### src/rtl/div_ratio_ctrl_if.sv
`default_nettype none
// +-----------------------------------------------------------------------+
// | div_ratio_ctrl_if : config-side valid/ready request toward the        |
// |                     divider ratio controller                          |
// | Revision: 1.0                                                         |
// +-----------------------------------------------------------------------+
interface div_ratio_ctrl_if #(
  parameter int WIDTH = 3
);
  logic             i_cfg_valid;
  logic [WIDTH-1:0] i_cfg_ratio;
  logic             i_cfg_en;
  logic             o_cfg_ready;

  modport master (
    output i_cfg_valid,
    output i_cfg_ratio,
    output i_cfg_en,
    input  o_cfg_ready
  );

  modport slave (
    input  i_cfg_valid,
    input  i_cfg_ratio,
    input  i_cfg_en,
    output o_cfg_ready
  );
endinterface
`default_nettype wire

### src/rtl/div_ratio_ctrl.sv
`default_nettype none
// +-----------------------------------------------------------------------+
// | div_ratio_ctrl : glitch-free ratio/enable sequencer for a clock       |
// |                  divider; optional DIV_RATIO_CTRL_STATUS_EN counter   |
// | Revision: 1.0                                                         |
// +-----------------------------------------------------------------------+
module div_ratio_ctrl #(
  parameter int WIDTH         = 3,
  parameter int DEFAULT_RATIO = 4,
  parameter int MIN_RATIO     = 2,
  parameter int QUIET_CYC     = 2,
  parameter int TIMEOUT_CYC   = 16
) (
  input  wire              i_ref_clk,
  input  wire              i_rst,
  div_ratio_ctrl_if.slave  cfg,
  input  wire              i_div_clk,
  output logic [WIDTH-1:0] o_div_ratio,
  output logic             o_clk_en,
  output logic             o_done,
  output logic             o_err_ratio,
  output logic             o_err_timeout
`ifdef DIV_RATIO_CTRL_STATUS_EN
  ,
  output logic [7:0]       o_switch_cnt
`endif
);

  localparam int c_qw = $clog2(QUIET_CYC + 1);
  localparam int c_tw = $clog2(TIMEOUT_CYC + 1);

  localparam logic [WIDTH-1:0] c_default_ratio = WIDTH'(DEFAULT_RATIO);
  localparam logic [WIDTH-1:0] c_min_ratio     = WIDTH'(MIN_RATIO);
  localparam logic [c_qw-1:0]  c_quiet_load    = c_qw'(QUIET_CYC - 1);
  localparam logic [c_tw-1:0]  c_timeout_last  = c_tw'(TIMEOUT_CYC - 1);

  localparam logic [1:0] c_st_off      = 2'd0;
  localparam logic [1:0] c_st_run      = 2'd1;
  localparam logic [1:0] c_st_wait_low = 2'd2;
  localparam logic [1:0] c_st_quiet    = 2'd3;

  logic [1:0]       r_state, w_state_nxt;
  logic [WIDTH-1:0] r_div_ratio, w_ratio_nxt;
  logic [WIDTH-1:0] r_lat_ratio, w_lat_ratio_nxt;
  logic             r_lat_en, w_lat_en_nxt;
  logic             r_clk_en, w_clk_en_nxt;
  logic             r_cfg_ready, w_ready_nxt;
  logic             r_done, w_done_nxt;
  logic             r_err_ratio, w_err_ratio_nxt;
  logic             r_err_timeout, w_err_to_nxt;
  logic [c_tw-1:0]  r_wait_cnt, w_wait_cnt_nxt;
  logic [c_qw-1:0]  r_quiet_cnt, w_quiet_cnt_nxt;
  logic             r_div_q;

  logic w_accept, w_illegal, w_noop, w_change;
  logic w_fall, w_timeout, w_quiet_exit;

  assign w_accept     = cfg.i_cfg_valid & r_cfg_ready;
  assign w_illegal    = cfg.i_cfg_ratio < c_min_ratio;
  assign w_noop       = (cfg.i_cfg_ratio == r_div_ratio) && (cfg.i_cfg_en == r_clk_en);
  assign w_change     = w_accept & ~w_illegal & ~w_noop;
  assign w_fall       = r_div_q & ~i_div_clk;
  assign w_timeout    = (r_wait_cnt == c_timeout_last) & ~w_fall;
  assign w_quiet_exit = (r_state == c_st_quiet) && (r_quiet_cnt == '0);

  always_ff @(posedge i_ref_clk) begin
    if (i_rst) begin
      r_state       <= c_st_off;
      r_div_ratio   <= c_default_ratio;
      r_lat_ratio   <= c_default_ratio;
      r_lat_en      <= 1'b0;
      r_clk_en      <= 1'b0;
      r_cfg_ready   <= 1'b1;
      r_done        <= 1'b0;
      r_err_ratio   <= 1'b0;
      r_err_timeout <= 1'b0;
      r_wait_cnt    <= '0;
      r_quiet_cnt   <= '0;
      r_div_q       <= 1'b0;
    end else begin
      r_state       <= w_state_nxt;
      r_div_ratio   <= w_ratio_nxt;
      r_lat_ratio   <= w_lat_ratio_nxt;
      r_lat_en      <= w_lat_en_nxt;
      r_clk_en      <= w_clk_en_nxt;
      r_cfg_ready   <= w_ready_nxt;
      r_done        <= w_done_nxt;
      r_err_ratio   <= w_err_ratio_nxt;
      r_err_timeout <= w_err_to_nxt;
      r_wait_cnt    <= w_wait_cnt_nxt;
      r_quiet_cnt   <= w_quiet_cnt_nxt;
      r_div_q       <= i_div_clk;
    end
  end

  always_comb begin
    w_state_nxt = r_state;
    case (r_state)
      c_st_off:      if (w_change) w_state_nxt = c_st_quiet;
      c_st_run:      if (w_change) w_state_nxt = c_st_wait_low;
      c_st_wait_low: if (w_fall || w_timeout) w_state_nxt = c_st_quiet;
      c_st_quiet:    if (w_quiet_exit) w_state_nxt = r_lat_en ? c_st_run : c_st_off;
      default:       w_state_nxt = c_st_off;
    endcase
  end

  // Ratio moves only on the QUIET entry edge, where clk_en drops in the same edge.
  always_comb begin
    w_ratio_nxt     = r_div_ratio;
    w_lat_ratio_nxt = r_lat_ratio;
    w_lat_en_nxt    = r_lat_en;
    w_clk_en_nxt    = r_clk_en;
    w_ready_nxt     = r_cfg_ready;
    w_done_nxt      = 1'b0;
    w_err_ratio_nxt = 1'b0;
    w_err_to_nxt    = 1'b0;
    w_wait_cnt_nxt  = r_wait_cnt;
    w_quiet_cnt_nxt = r_quiet_cnt;
    case (r_state)
      c_st_off, c_st_run: begin
        if (w_accept && w_illegal) begin
          w_err_ratio_nxt = 1'b1;
        end else if (w_accept && w_noop) begin
          w_done_nxt = 1'b1;
        end else if (w_change) begin
          w_lat_ratio_nxt = cfg.i_cfg_ratio;
          w_lat_en_nxt    = cfg.i_cfg_en;
          w_ready_nxt     = 1'b0;
          if (r_state == c_st_off) begin
            w_ratio_nxt     = cfg.i_cfg_ratio;
            w_quiet_cnt_nxt = c_quiet_load;
          end else begin
            w_wait_cnt_nxt = '0;
          end
        end
      end
      c_st_wait_low: begin
        if (w_fall || w_timeout) begin
          w_ratio_nxt     = r_lat_ratio;
          w_clk_en_nxt    = 1'b0;
          w_quiet_cnt_nxt = c_quiet_load;
          w_err_to_nxt    = w_timeout;
        end else begin
          w_wait_cnt_nxt = r_wait_cnt + 1'b1;
        end
      end
      c_st_quiet: begin
        if (w_quiet_exit) begin
          w_clk_en_nxt = r_lat_en;
          w_ready_nxt  = 1'b1;
          w_done_nxt   = 1'b1;
        end else begin
          w_quiet_cnt_nxt = r_quiet_cnt - 1'b1;
        end
      end
      default: ;
    endcase
  end

  assign o_div_ratio     = r_div_ratio;
  assign o_clk_en        = r_clk_en;
  assign cfg.o_cfg_ready = r_cfg_ready;
  assign o_done          = r_done;
  assign o_err_ratio     = r_err_ratio;
  assign o_err_timeout   = r_err_timeout;

`ifdef DIV_RATIO_CTRL_STATUS_EN
  logic [7:0] r_switch_cnt;

  // Only real reconfigurations pass through QUIET, so no-ops never count.
  always_ff @(posedge i_ref_clk) begin
    if (i_rst) begin
      r_switch_cnt <= 8'd0;
    end else if (w_quiet_exit && (r_switch_cnt != 8'hFF)) begin
      r_switch_cnt <= r_switch_cnt + 8'd1;
    end
  end

  assign o_switch_cnt = r_switch_cnt;
`endif

endmodule
`default_nettype wire
### src/flat_wrapper.sv
// flat-port wrapper written by rule: the top's interface ports become plain ports
module div_ratio_ctrl_flat 
#(
  parameter int WIDTH         = 3,
  parameter int DEFAULT_RATIO = 4,
  parameter int MIN_RATIO     = 2,
  parameter int QUIET_CYC     = 2,
  parameter int TIMEOUT_CYC   = 16
)
  (i_ref_clk, i_rst, i_div_clk, o_div_ratio, o_clk_en, o_done, o_err_ratio, o_err_timeout, cfg_i_cfg_valid, cfg_i_cfg_ratio, cfg_i_cfg_en, cfg_o_cfg_ready);
  div_ratio_ctrl_if #(.WIDTH(WIDTH)) cfg_i ();
  input  wire i_ref_clk;
  input  wire i_rst;
  input  wire i_div_clk;
  output logic [WIDTH-1:0] o_div_ratio;
  output logic o_clk_en;
  output logic o_done;
  output logic o_err_ratio;
  output logic o_err_timeout;
  input wire logic [$bits(cfg_i.i_cfg_valid)-1:0] cfg_i_cfg_valid;
  input wire logic [$bits(cfg_i.i_cfg_ratio)-1:0] cfg_i_cfg_ratio;
  input wire logic [$bits(cfg_i.i_cfg_en)-1:0] cfg_i_cfg_en;
  output wire logic [$bits(cfg_i.o_cfg_ready)-1:0] cfg_o_cfg_ready;
  assign cfg_i.i_cfg_valid = cfg_i_cfg_valid;
  assign cfg_i.i_cfg_ratio = cfg_i_cfg_ratio;
  assign cfg_i.i_cfg_en = cfg_i_cfg_en;
  assign cfg_o_cfg_ready = cfg_i.o_cfg_ready;
  div_ratio_ctrl #(.WIDTH(WIDTH), .DEFAULT_RATIO(DEFAULT_RATIO), .MIN_RATIO(MIN_RATIO), .QUIET_CYC(QUIET_CYC), .TIMEOUT_CYC(TIMEOUT_CYC)) u_core (.i_ref_clk(i_ref_clk), .i_rst(i_rst), .cfg(cfg_i), .i_div_clk(i_div_clk), .o_div_ratio(o_div_ratio), .o_clk_en(o_clk_en), .o_done(o_done), .o_err_ratio(o_err_ratio), .o_err_timeout(o_err_timeout));
endmodule
### config.mk
export PLATFORM = sky130hd
export DESIGN_NAME = div_ratio_ctrl_flat
export DESIGN_NICKNAME = d
export VERILOG_FILES = /design/src/rtl/div_ratio_ctrl_if.sv /design/src/rtl/div_ratio_ctrl.sv /design/src/flat_wrapper.sv
export SDC_FILE = /design/constraint.sdc
export NUM_CORES = 1
export LEC_CHECK = 0
export CAP_MARGIN = 20
export CORE_ASPECT_RATIO = 1.1
export CORE_MARGIN = 4
export CORE_UTILIZATION = 40
export CTS_CLUSTER_DIAMETER = 40
export CTS_CLUSTER_SIZE = 40
export DETAILED_ROUTE_END_ITERATION = 10
export PLACE_DENSITY = 0.69
export SETUP_SLACK_MARGIN = 0.2
export SLEW_MARGIN = 20
export SYNTH_ARGS = -nofsm -noshare
export SYNTH_HDL_FRONTEND = slang
export SYNTH_SLANG_ARGS = --single-unit
### constraint.sdc
create_clock -name i_ref_clk -period 2.1 [get_ports i_ref_clk]
set_input_delay 0.21 -clock i_ref_clk [delete_from_list [all_inputs] [get_ports i_ref_clk]]
set_output_delay 0.21 -clock i_ref_clk [all_outputs]
set_load 0.01 [all_outputs]
==> reports/qor.csv <==
metric;value;unit
synth_nets;130;
synth-main-ff-cell;dfxtp_1;
synth.most_common_cell;dfxtp_1;
peakVddDrop;427;µV
clkLatencyLatePin;0.30;ns
grt_pass1_wl;4150;µm
async_flop_share;0;%
cap_violations;0;
slew_violations;0;
fillers;249;
holdCritPathClass;primary input to flip-flop;
post_drt_wl_per_cell;14.2;µm
yosys.area.top_type;dfxtp_1;
crit_fanout;6;
holdBufCountCts;0;
dr.pass1.iters;4;
total_power;0.000920;W
die_area;3680;µm²
finalHoldWorstSlack;0.486;ns
antennaDiodeCount;0;
path_class;flip-flop to flip-flop;
nNetsFinal;151;
routed_wl;2410;µm
p_leak;0.524;nW
fmax;545;MHz
worstMarginPinSlew;0.433;ns
via_count;942;
grt_max_degree;13;
drt_iter0_drc;26;
tns;0;ns
syn_inst;119;
crit_chain;ha_1 -> and3_1 -> ha_4 -> o21bai_1 -> a221o_1 -> mux2_4;
rsz0062_at_grt;false;
ant_nets;0;
cts.clk_slew.worst_paths;0.12;ns
io_buffers;15;
slew_headroom;71.0;%
avgSynthCellArea;9.33;µm²
setup_viol;0;
startpoint_type;flip-flop;
die_h;63.2;µm
area_growth;22.7;%
crit_slowest_cell;dfxtp_2;
end_kind;flip-flop;
cts_max_level;1;
worstPathArrival;2.04;ns
grt-ovfl-total;0;
tritoncts;done;
skew;0.00678;ns
cts_buffers;3;
grt_usage;13.9;%
cts_sinks;22;
grt_pass1_vias;930;
required;2.31;ns
antenna_found_initial;0;
initial_core_util;43.2;%
hpwl;1810;µm
core_area;2570;µm²
syn-cell-area;1110;µm²
synth_top_area_share;39.7;%
place_congestion;0.760;
synth-edff-count;0;
drive_gt1_share;15.8;%
hold_viol_final;0;
synth_area_leaders;dfxtp_1, xnor2_1, nor2_1, mux2i_1, ha_1;
yosys-top-cells-count;dfxtp_1, nor2_1, xnor2_1;
ys_seq_area_share;39.7;%
p_per_area;676;nW/µm²
drcViolationCount;0;
yosysWarnings;0;
status;finished, final reports clean;
synth-seq-cells;22;
ys_types;39;
num_rows;19;
io-pin-count;16;
fin_util;53.0;%
fin_crit;1.83;ns
slowest_delay;0.35;ns
die_x;58.2;µm
clockBufferDepth;2;
period_share;87.4;%
vias_per_cell;5.54;
clock-root-buffer;clkbuf_4;
-- final timing paths --
| check | startpoint | end | slack (ns) | depth (start not counted) |
|---|---|---|---|---|
| hold / removal | i_div_clk | u_core.r_div_q$_SDFF_PP0_ | 0.49 | 2 |
| setup / recovery | u_core.r_wait_cnt[0]$_SDFFE_PP0P_ | u_core.o_div_ratio[1]$_SDFFE_PP0P_ | 0.27 | 6 |
| setup reg to reg | u_core.r_wait_cnt[0]$_SDFFE_PP0P_ | u_core.o_div_ratio[1]$_SDFFE_PP0P_ | 0.27 | 6 |
| hold reg to reg | u_core.r_lat_en$_SDFFE_PP0P_ | u_core.o_clk_en$_SDFFE_PP0P_ | 0.49 | 2 |
-- power by group --
| group | switching (W) | total (W) | internal [W] | leakage, nW |
|---|---|---|---|---|
| registers | 0.0000259 | 0.000474 | 0.000448 | 0.180 |
| clock network | 0.000124 | 0.000230 | 0.000106 | 0.0210 |
| logic | 0.000105 | 0.000217 | 0.000112 | 0.323 |
| total | 0.000255 | 0.000920 | 0.000665 | 0.524 |
-- cell usage in the layout (no fill, tap or decap), types with 5 or more instances in the layout --
cell type        instances
clkdlybuf4s50_1         15
nor2_1                  12
nand3_1                  6
buf_4                    9
o21ai_0                  6
nand2_1                  5
inv_1                    5
dfxtp_1                 21
a21oi_1                  6
xnor2_1                  7
-- cell type report --
class                           instances  area (µm²)  share of cell area [%]
Timing Repair Buffer                   24         218                    16.0
Clock buffer                            4        36.3                    2.67
Tap cell                               31        38.8                    2.85
Multi-Input combinational cell         84         608                    44.7
Inverter                                5        18.8                    1.38
Sequential cell                        22         442                    32.4
-- kinds of logic (layout without fill, tap and decap cells) --
family | after synthesis | count (layout) | synth area share, %
flops | 22 | 22 | 39.7
xor+xnor | 7 | 7 | 5.52
compound gates | 25 | 25 | 16.7
simple gates | 42 | 42 | 20.7
fa+ha+maj | 3 | 3 | 3.38
mux | 7 | 7 | 7.33
buf+inv | 13 | 33 | 6.65
-- per-stage QoR --
stage	std cells	setup WS [ns]	cell area [µm²]
6_report	170	0.266	1360
5_1_grt	170	0.222	1360
4_1_cts	170	0.206	1350
3_5_place_dp	165	0.100	1300
3_3_place_gp	165	0.185	1300
2_1_floorplan	119	0.332	1110
-- metal layers --
| layer | vias to the layer above | global-route usage, % | share of wire (%) |
|---|---|---|---|
| li1 | 465 | - | - |
| met1 | 457 | 16.9 | 44 |
| met2 | 18 | 24.9 | 53 |
| met3 | 2 | 1.84 | 3.2 |
| met4 | 0 | 4.35 | 0.54 |
| met5 | - | 0 | 0 |
-- critical path, delay by kind of cell (launching register included) --
kind	cells	cell delay, ns
AOI/OAI and AO/OA	2	0.47
adders and majority gates	2	0.40
DFF	1	0.35
muxes	1	0.32
and+or+nand+nor	1	0.21
-- flip-flops by register name, summed over array words and instances, names as in the netlist --
name / cells
u_core.cfg.o_cfg_ready: 1
u_core.r_wait_cnt: 5
u_core.o_err_timeout: 1
u_core.o_clk_en: 1
u_core.o_done: 1
u_core.r_quiet_cnt: 2
u_core.r_lat_en: 1
u_core.o_err_ratio: 1
u_core.r_lat_ratio: 3
u_core.r_state: 2
u_core.o_div_ratio: 3
u_core.r_div_q: 1
-- what timing repair did --
item	CTS	global route
buffers inserted	1	0
endpoints found under the setup margin	4	3
pin swaps	1	1
resized for setup	2	2
Note: power is estimated with default switching activity, not from simulation.
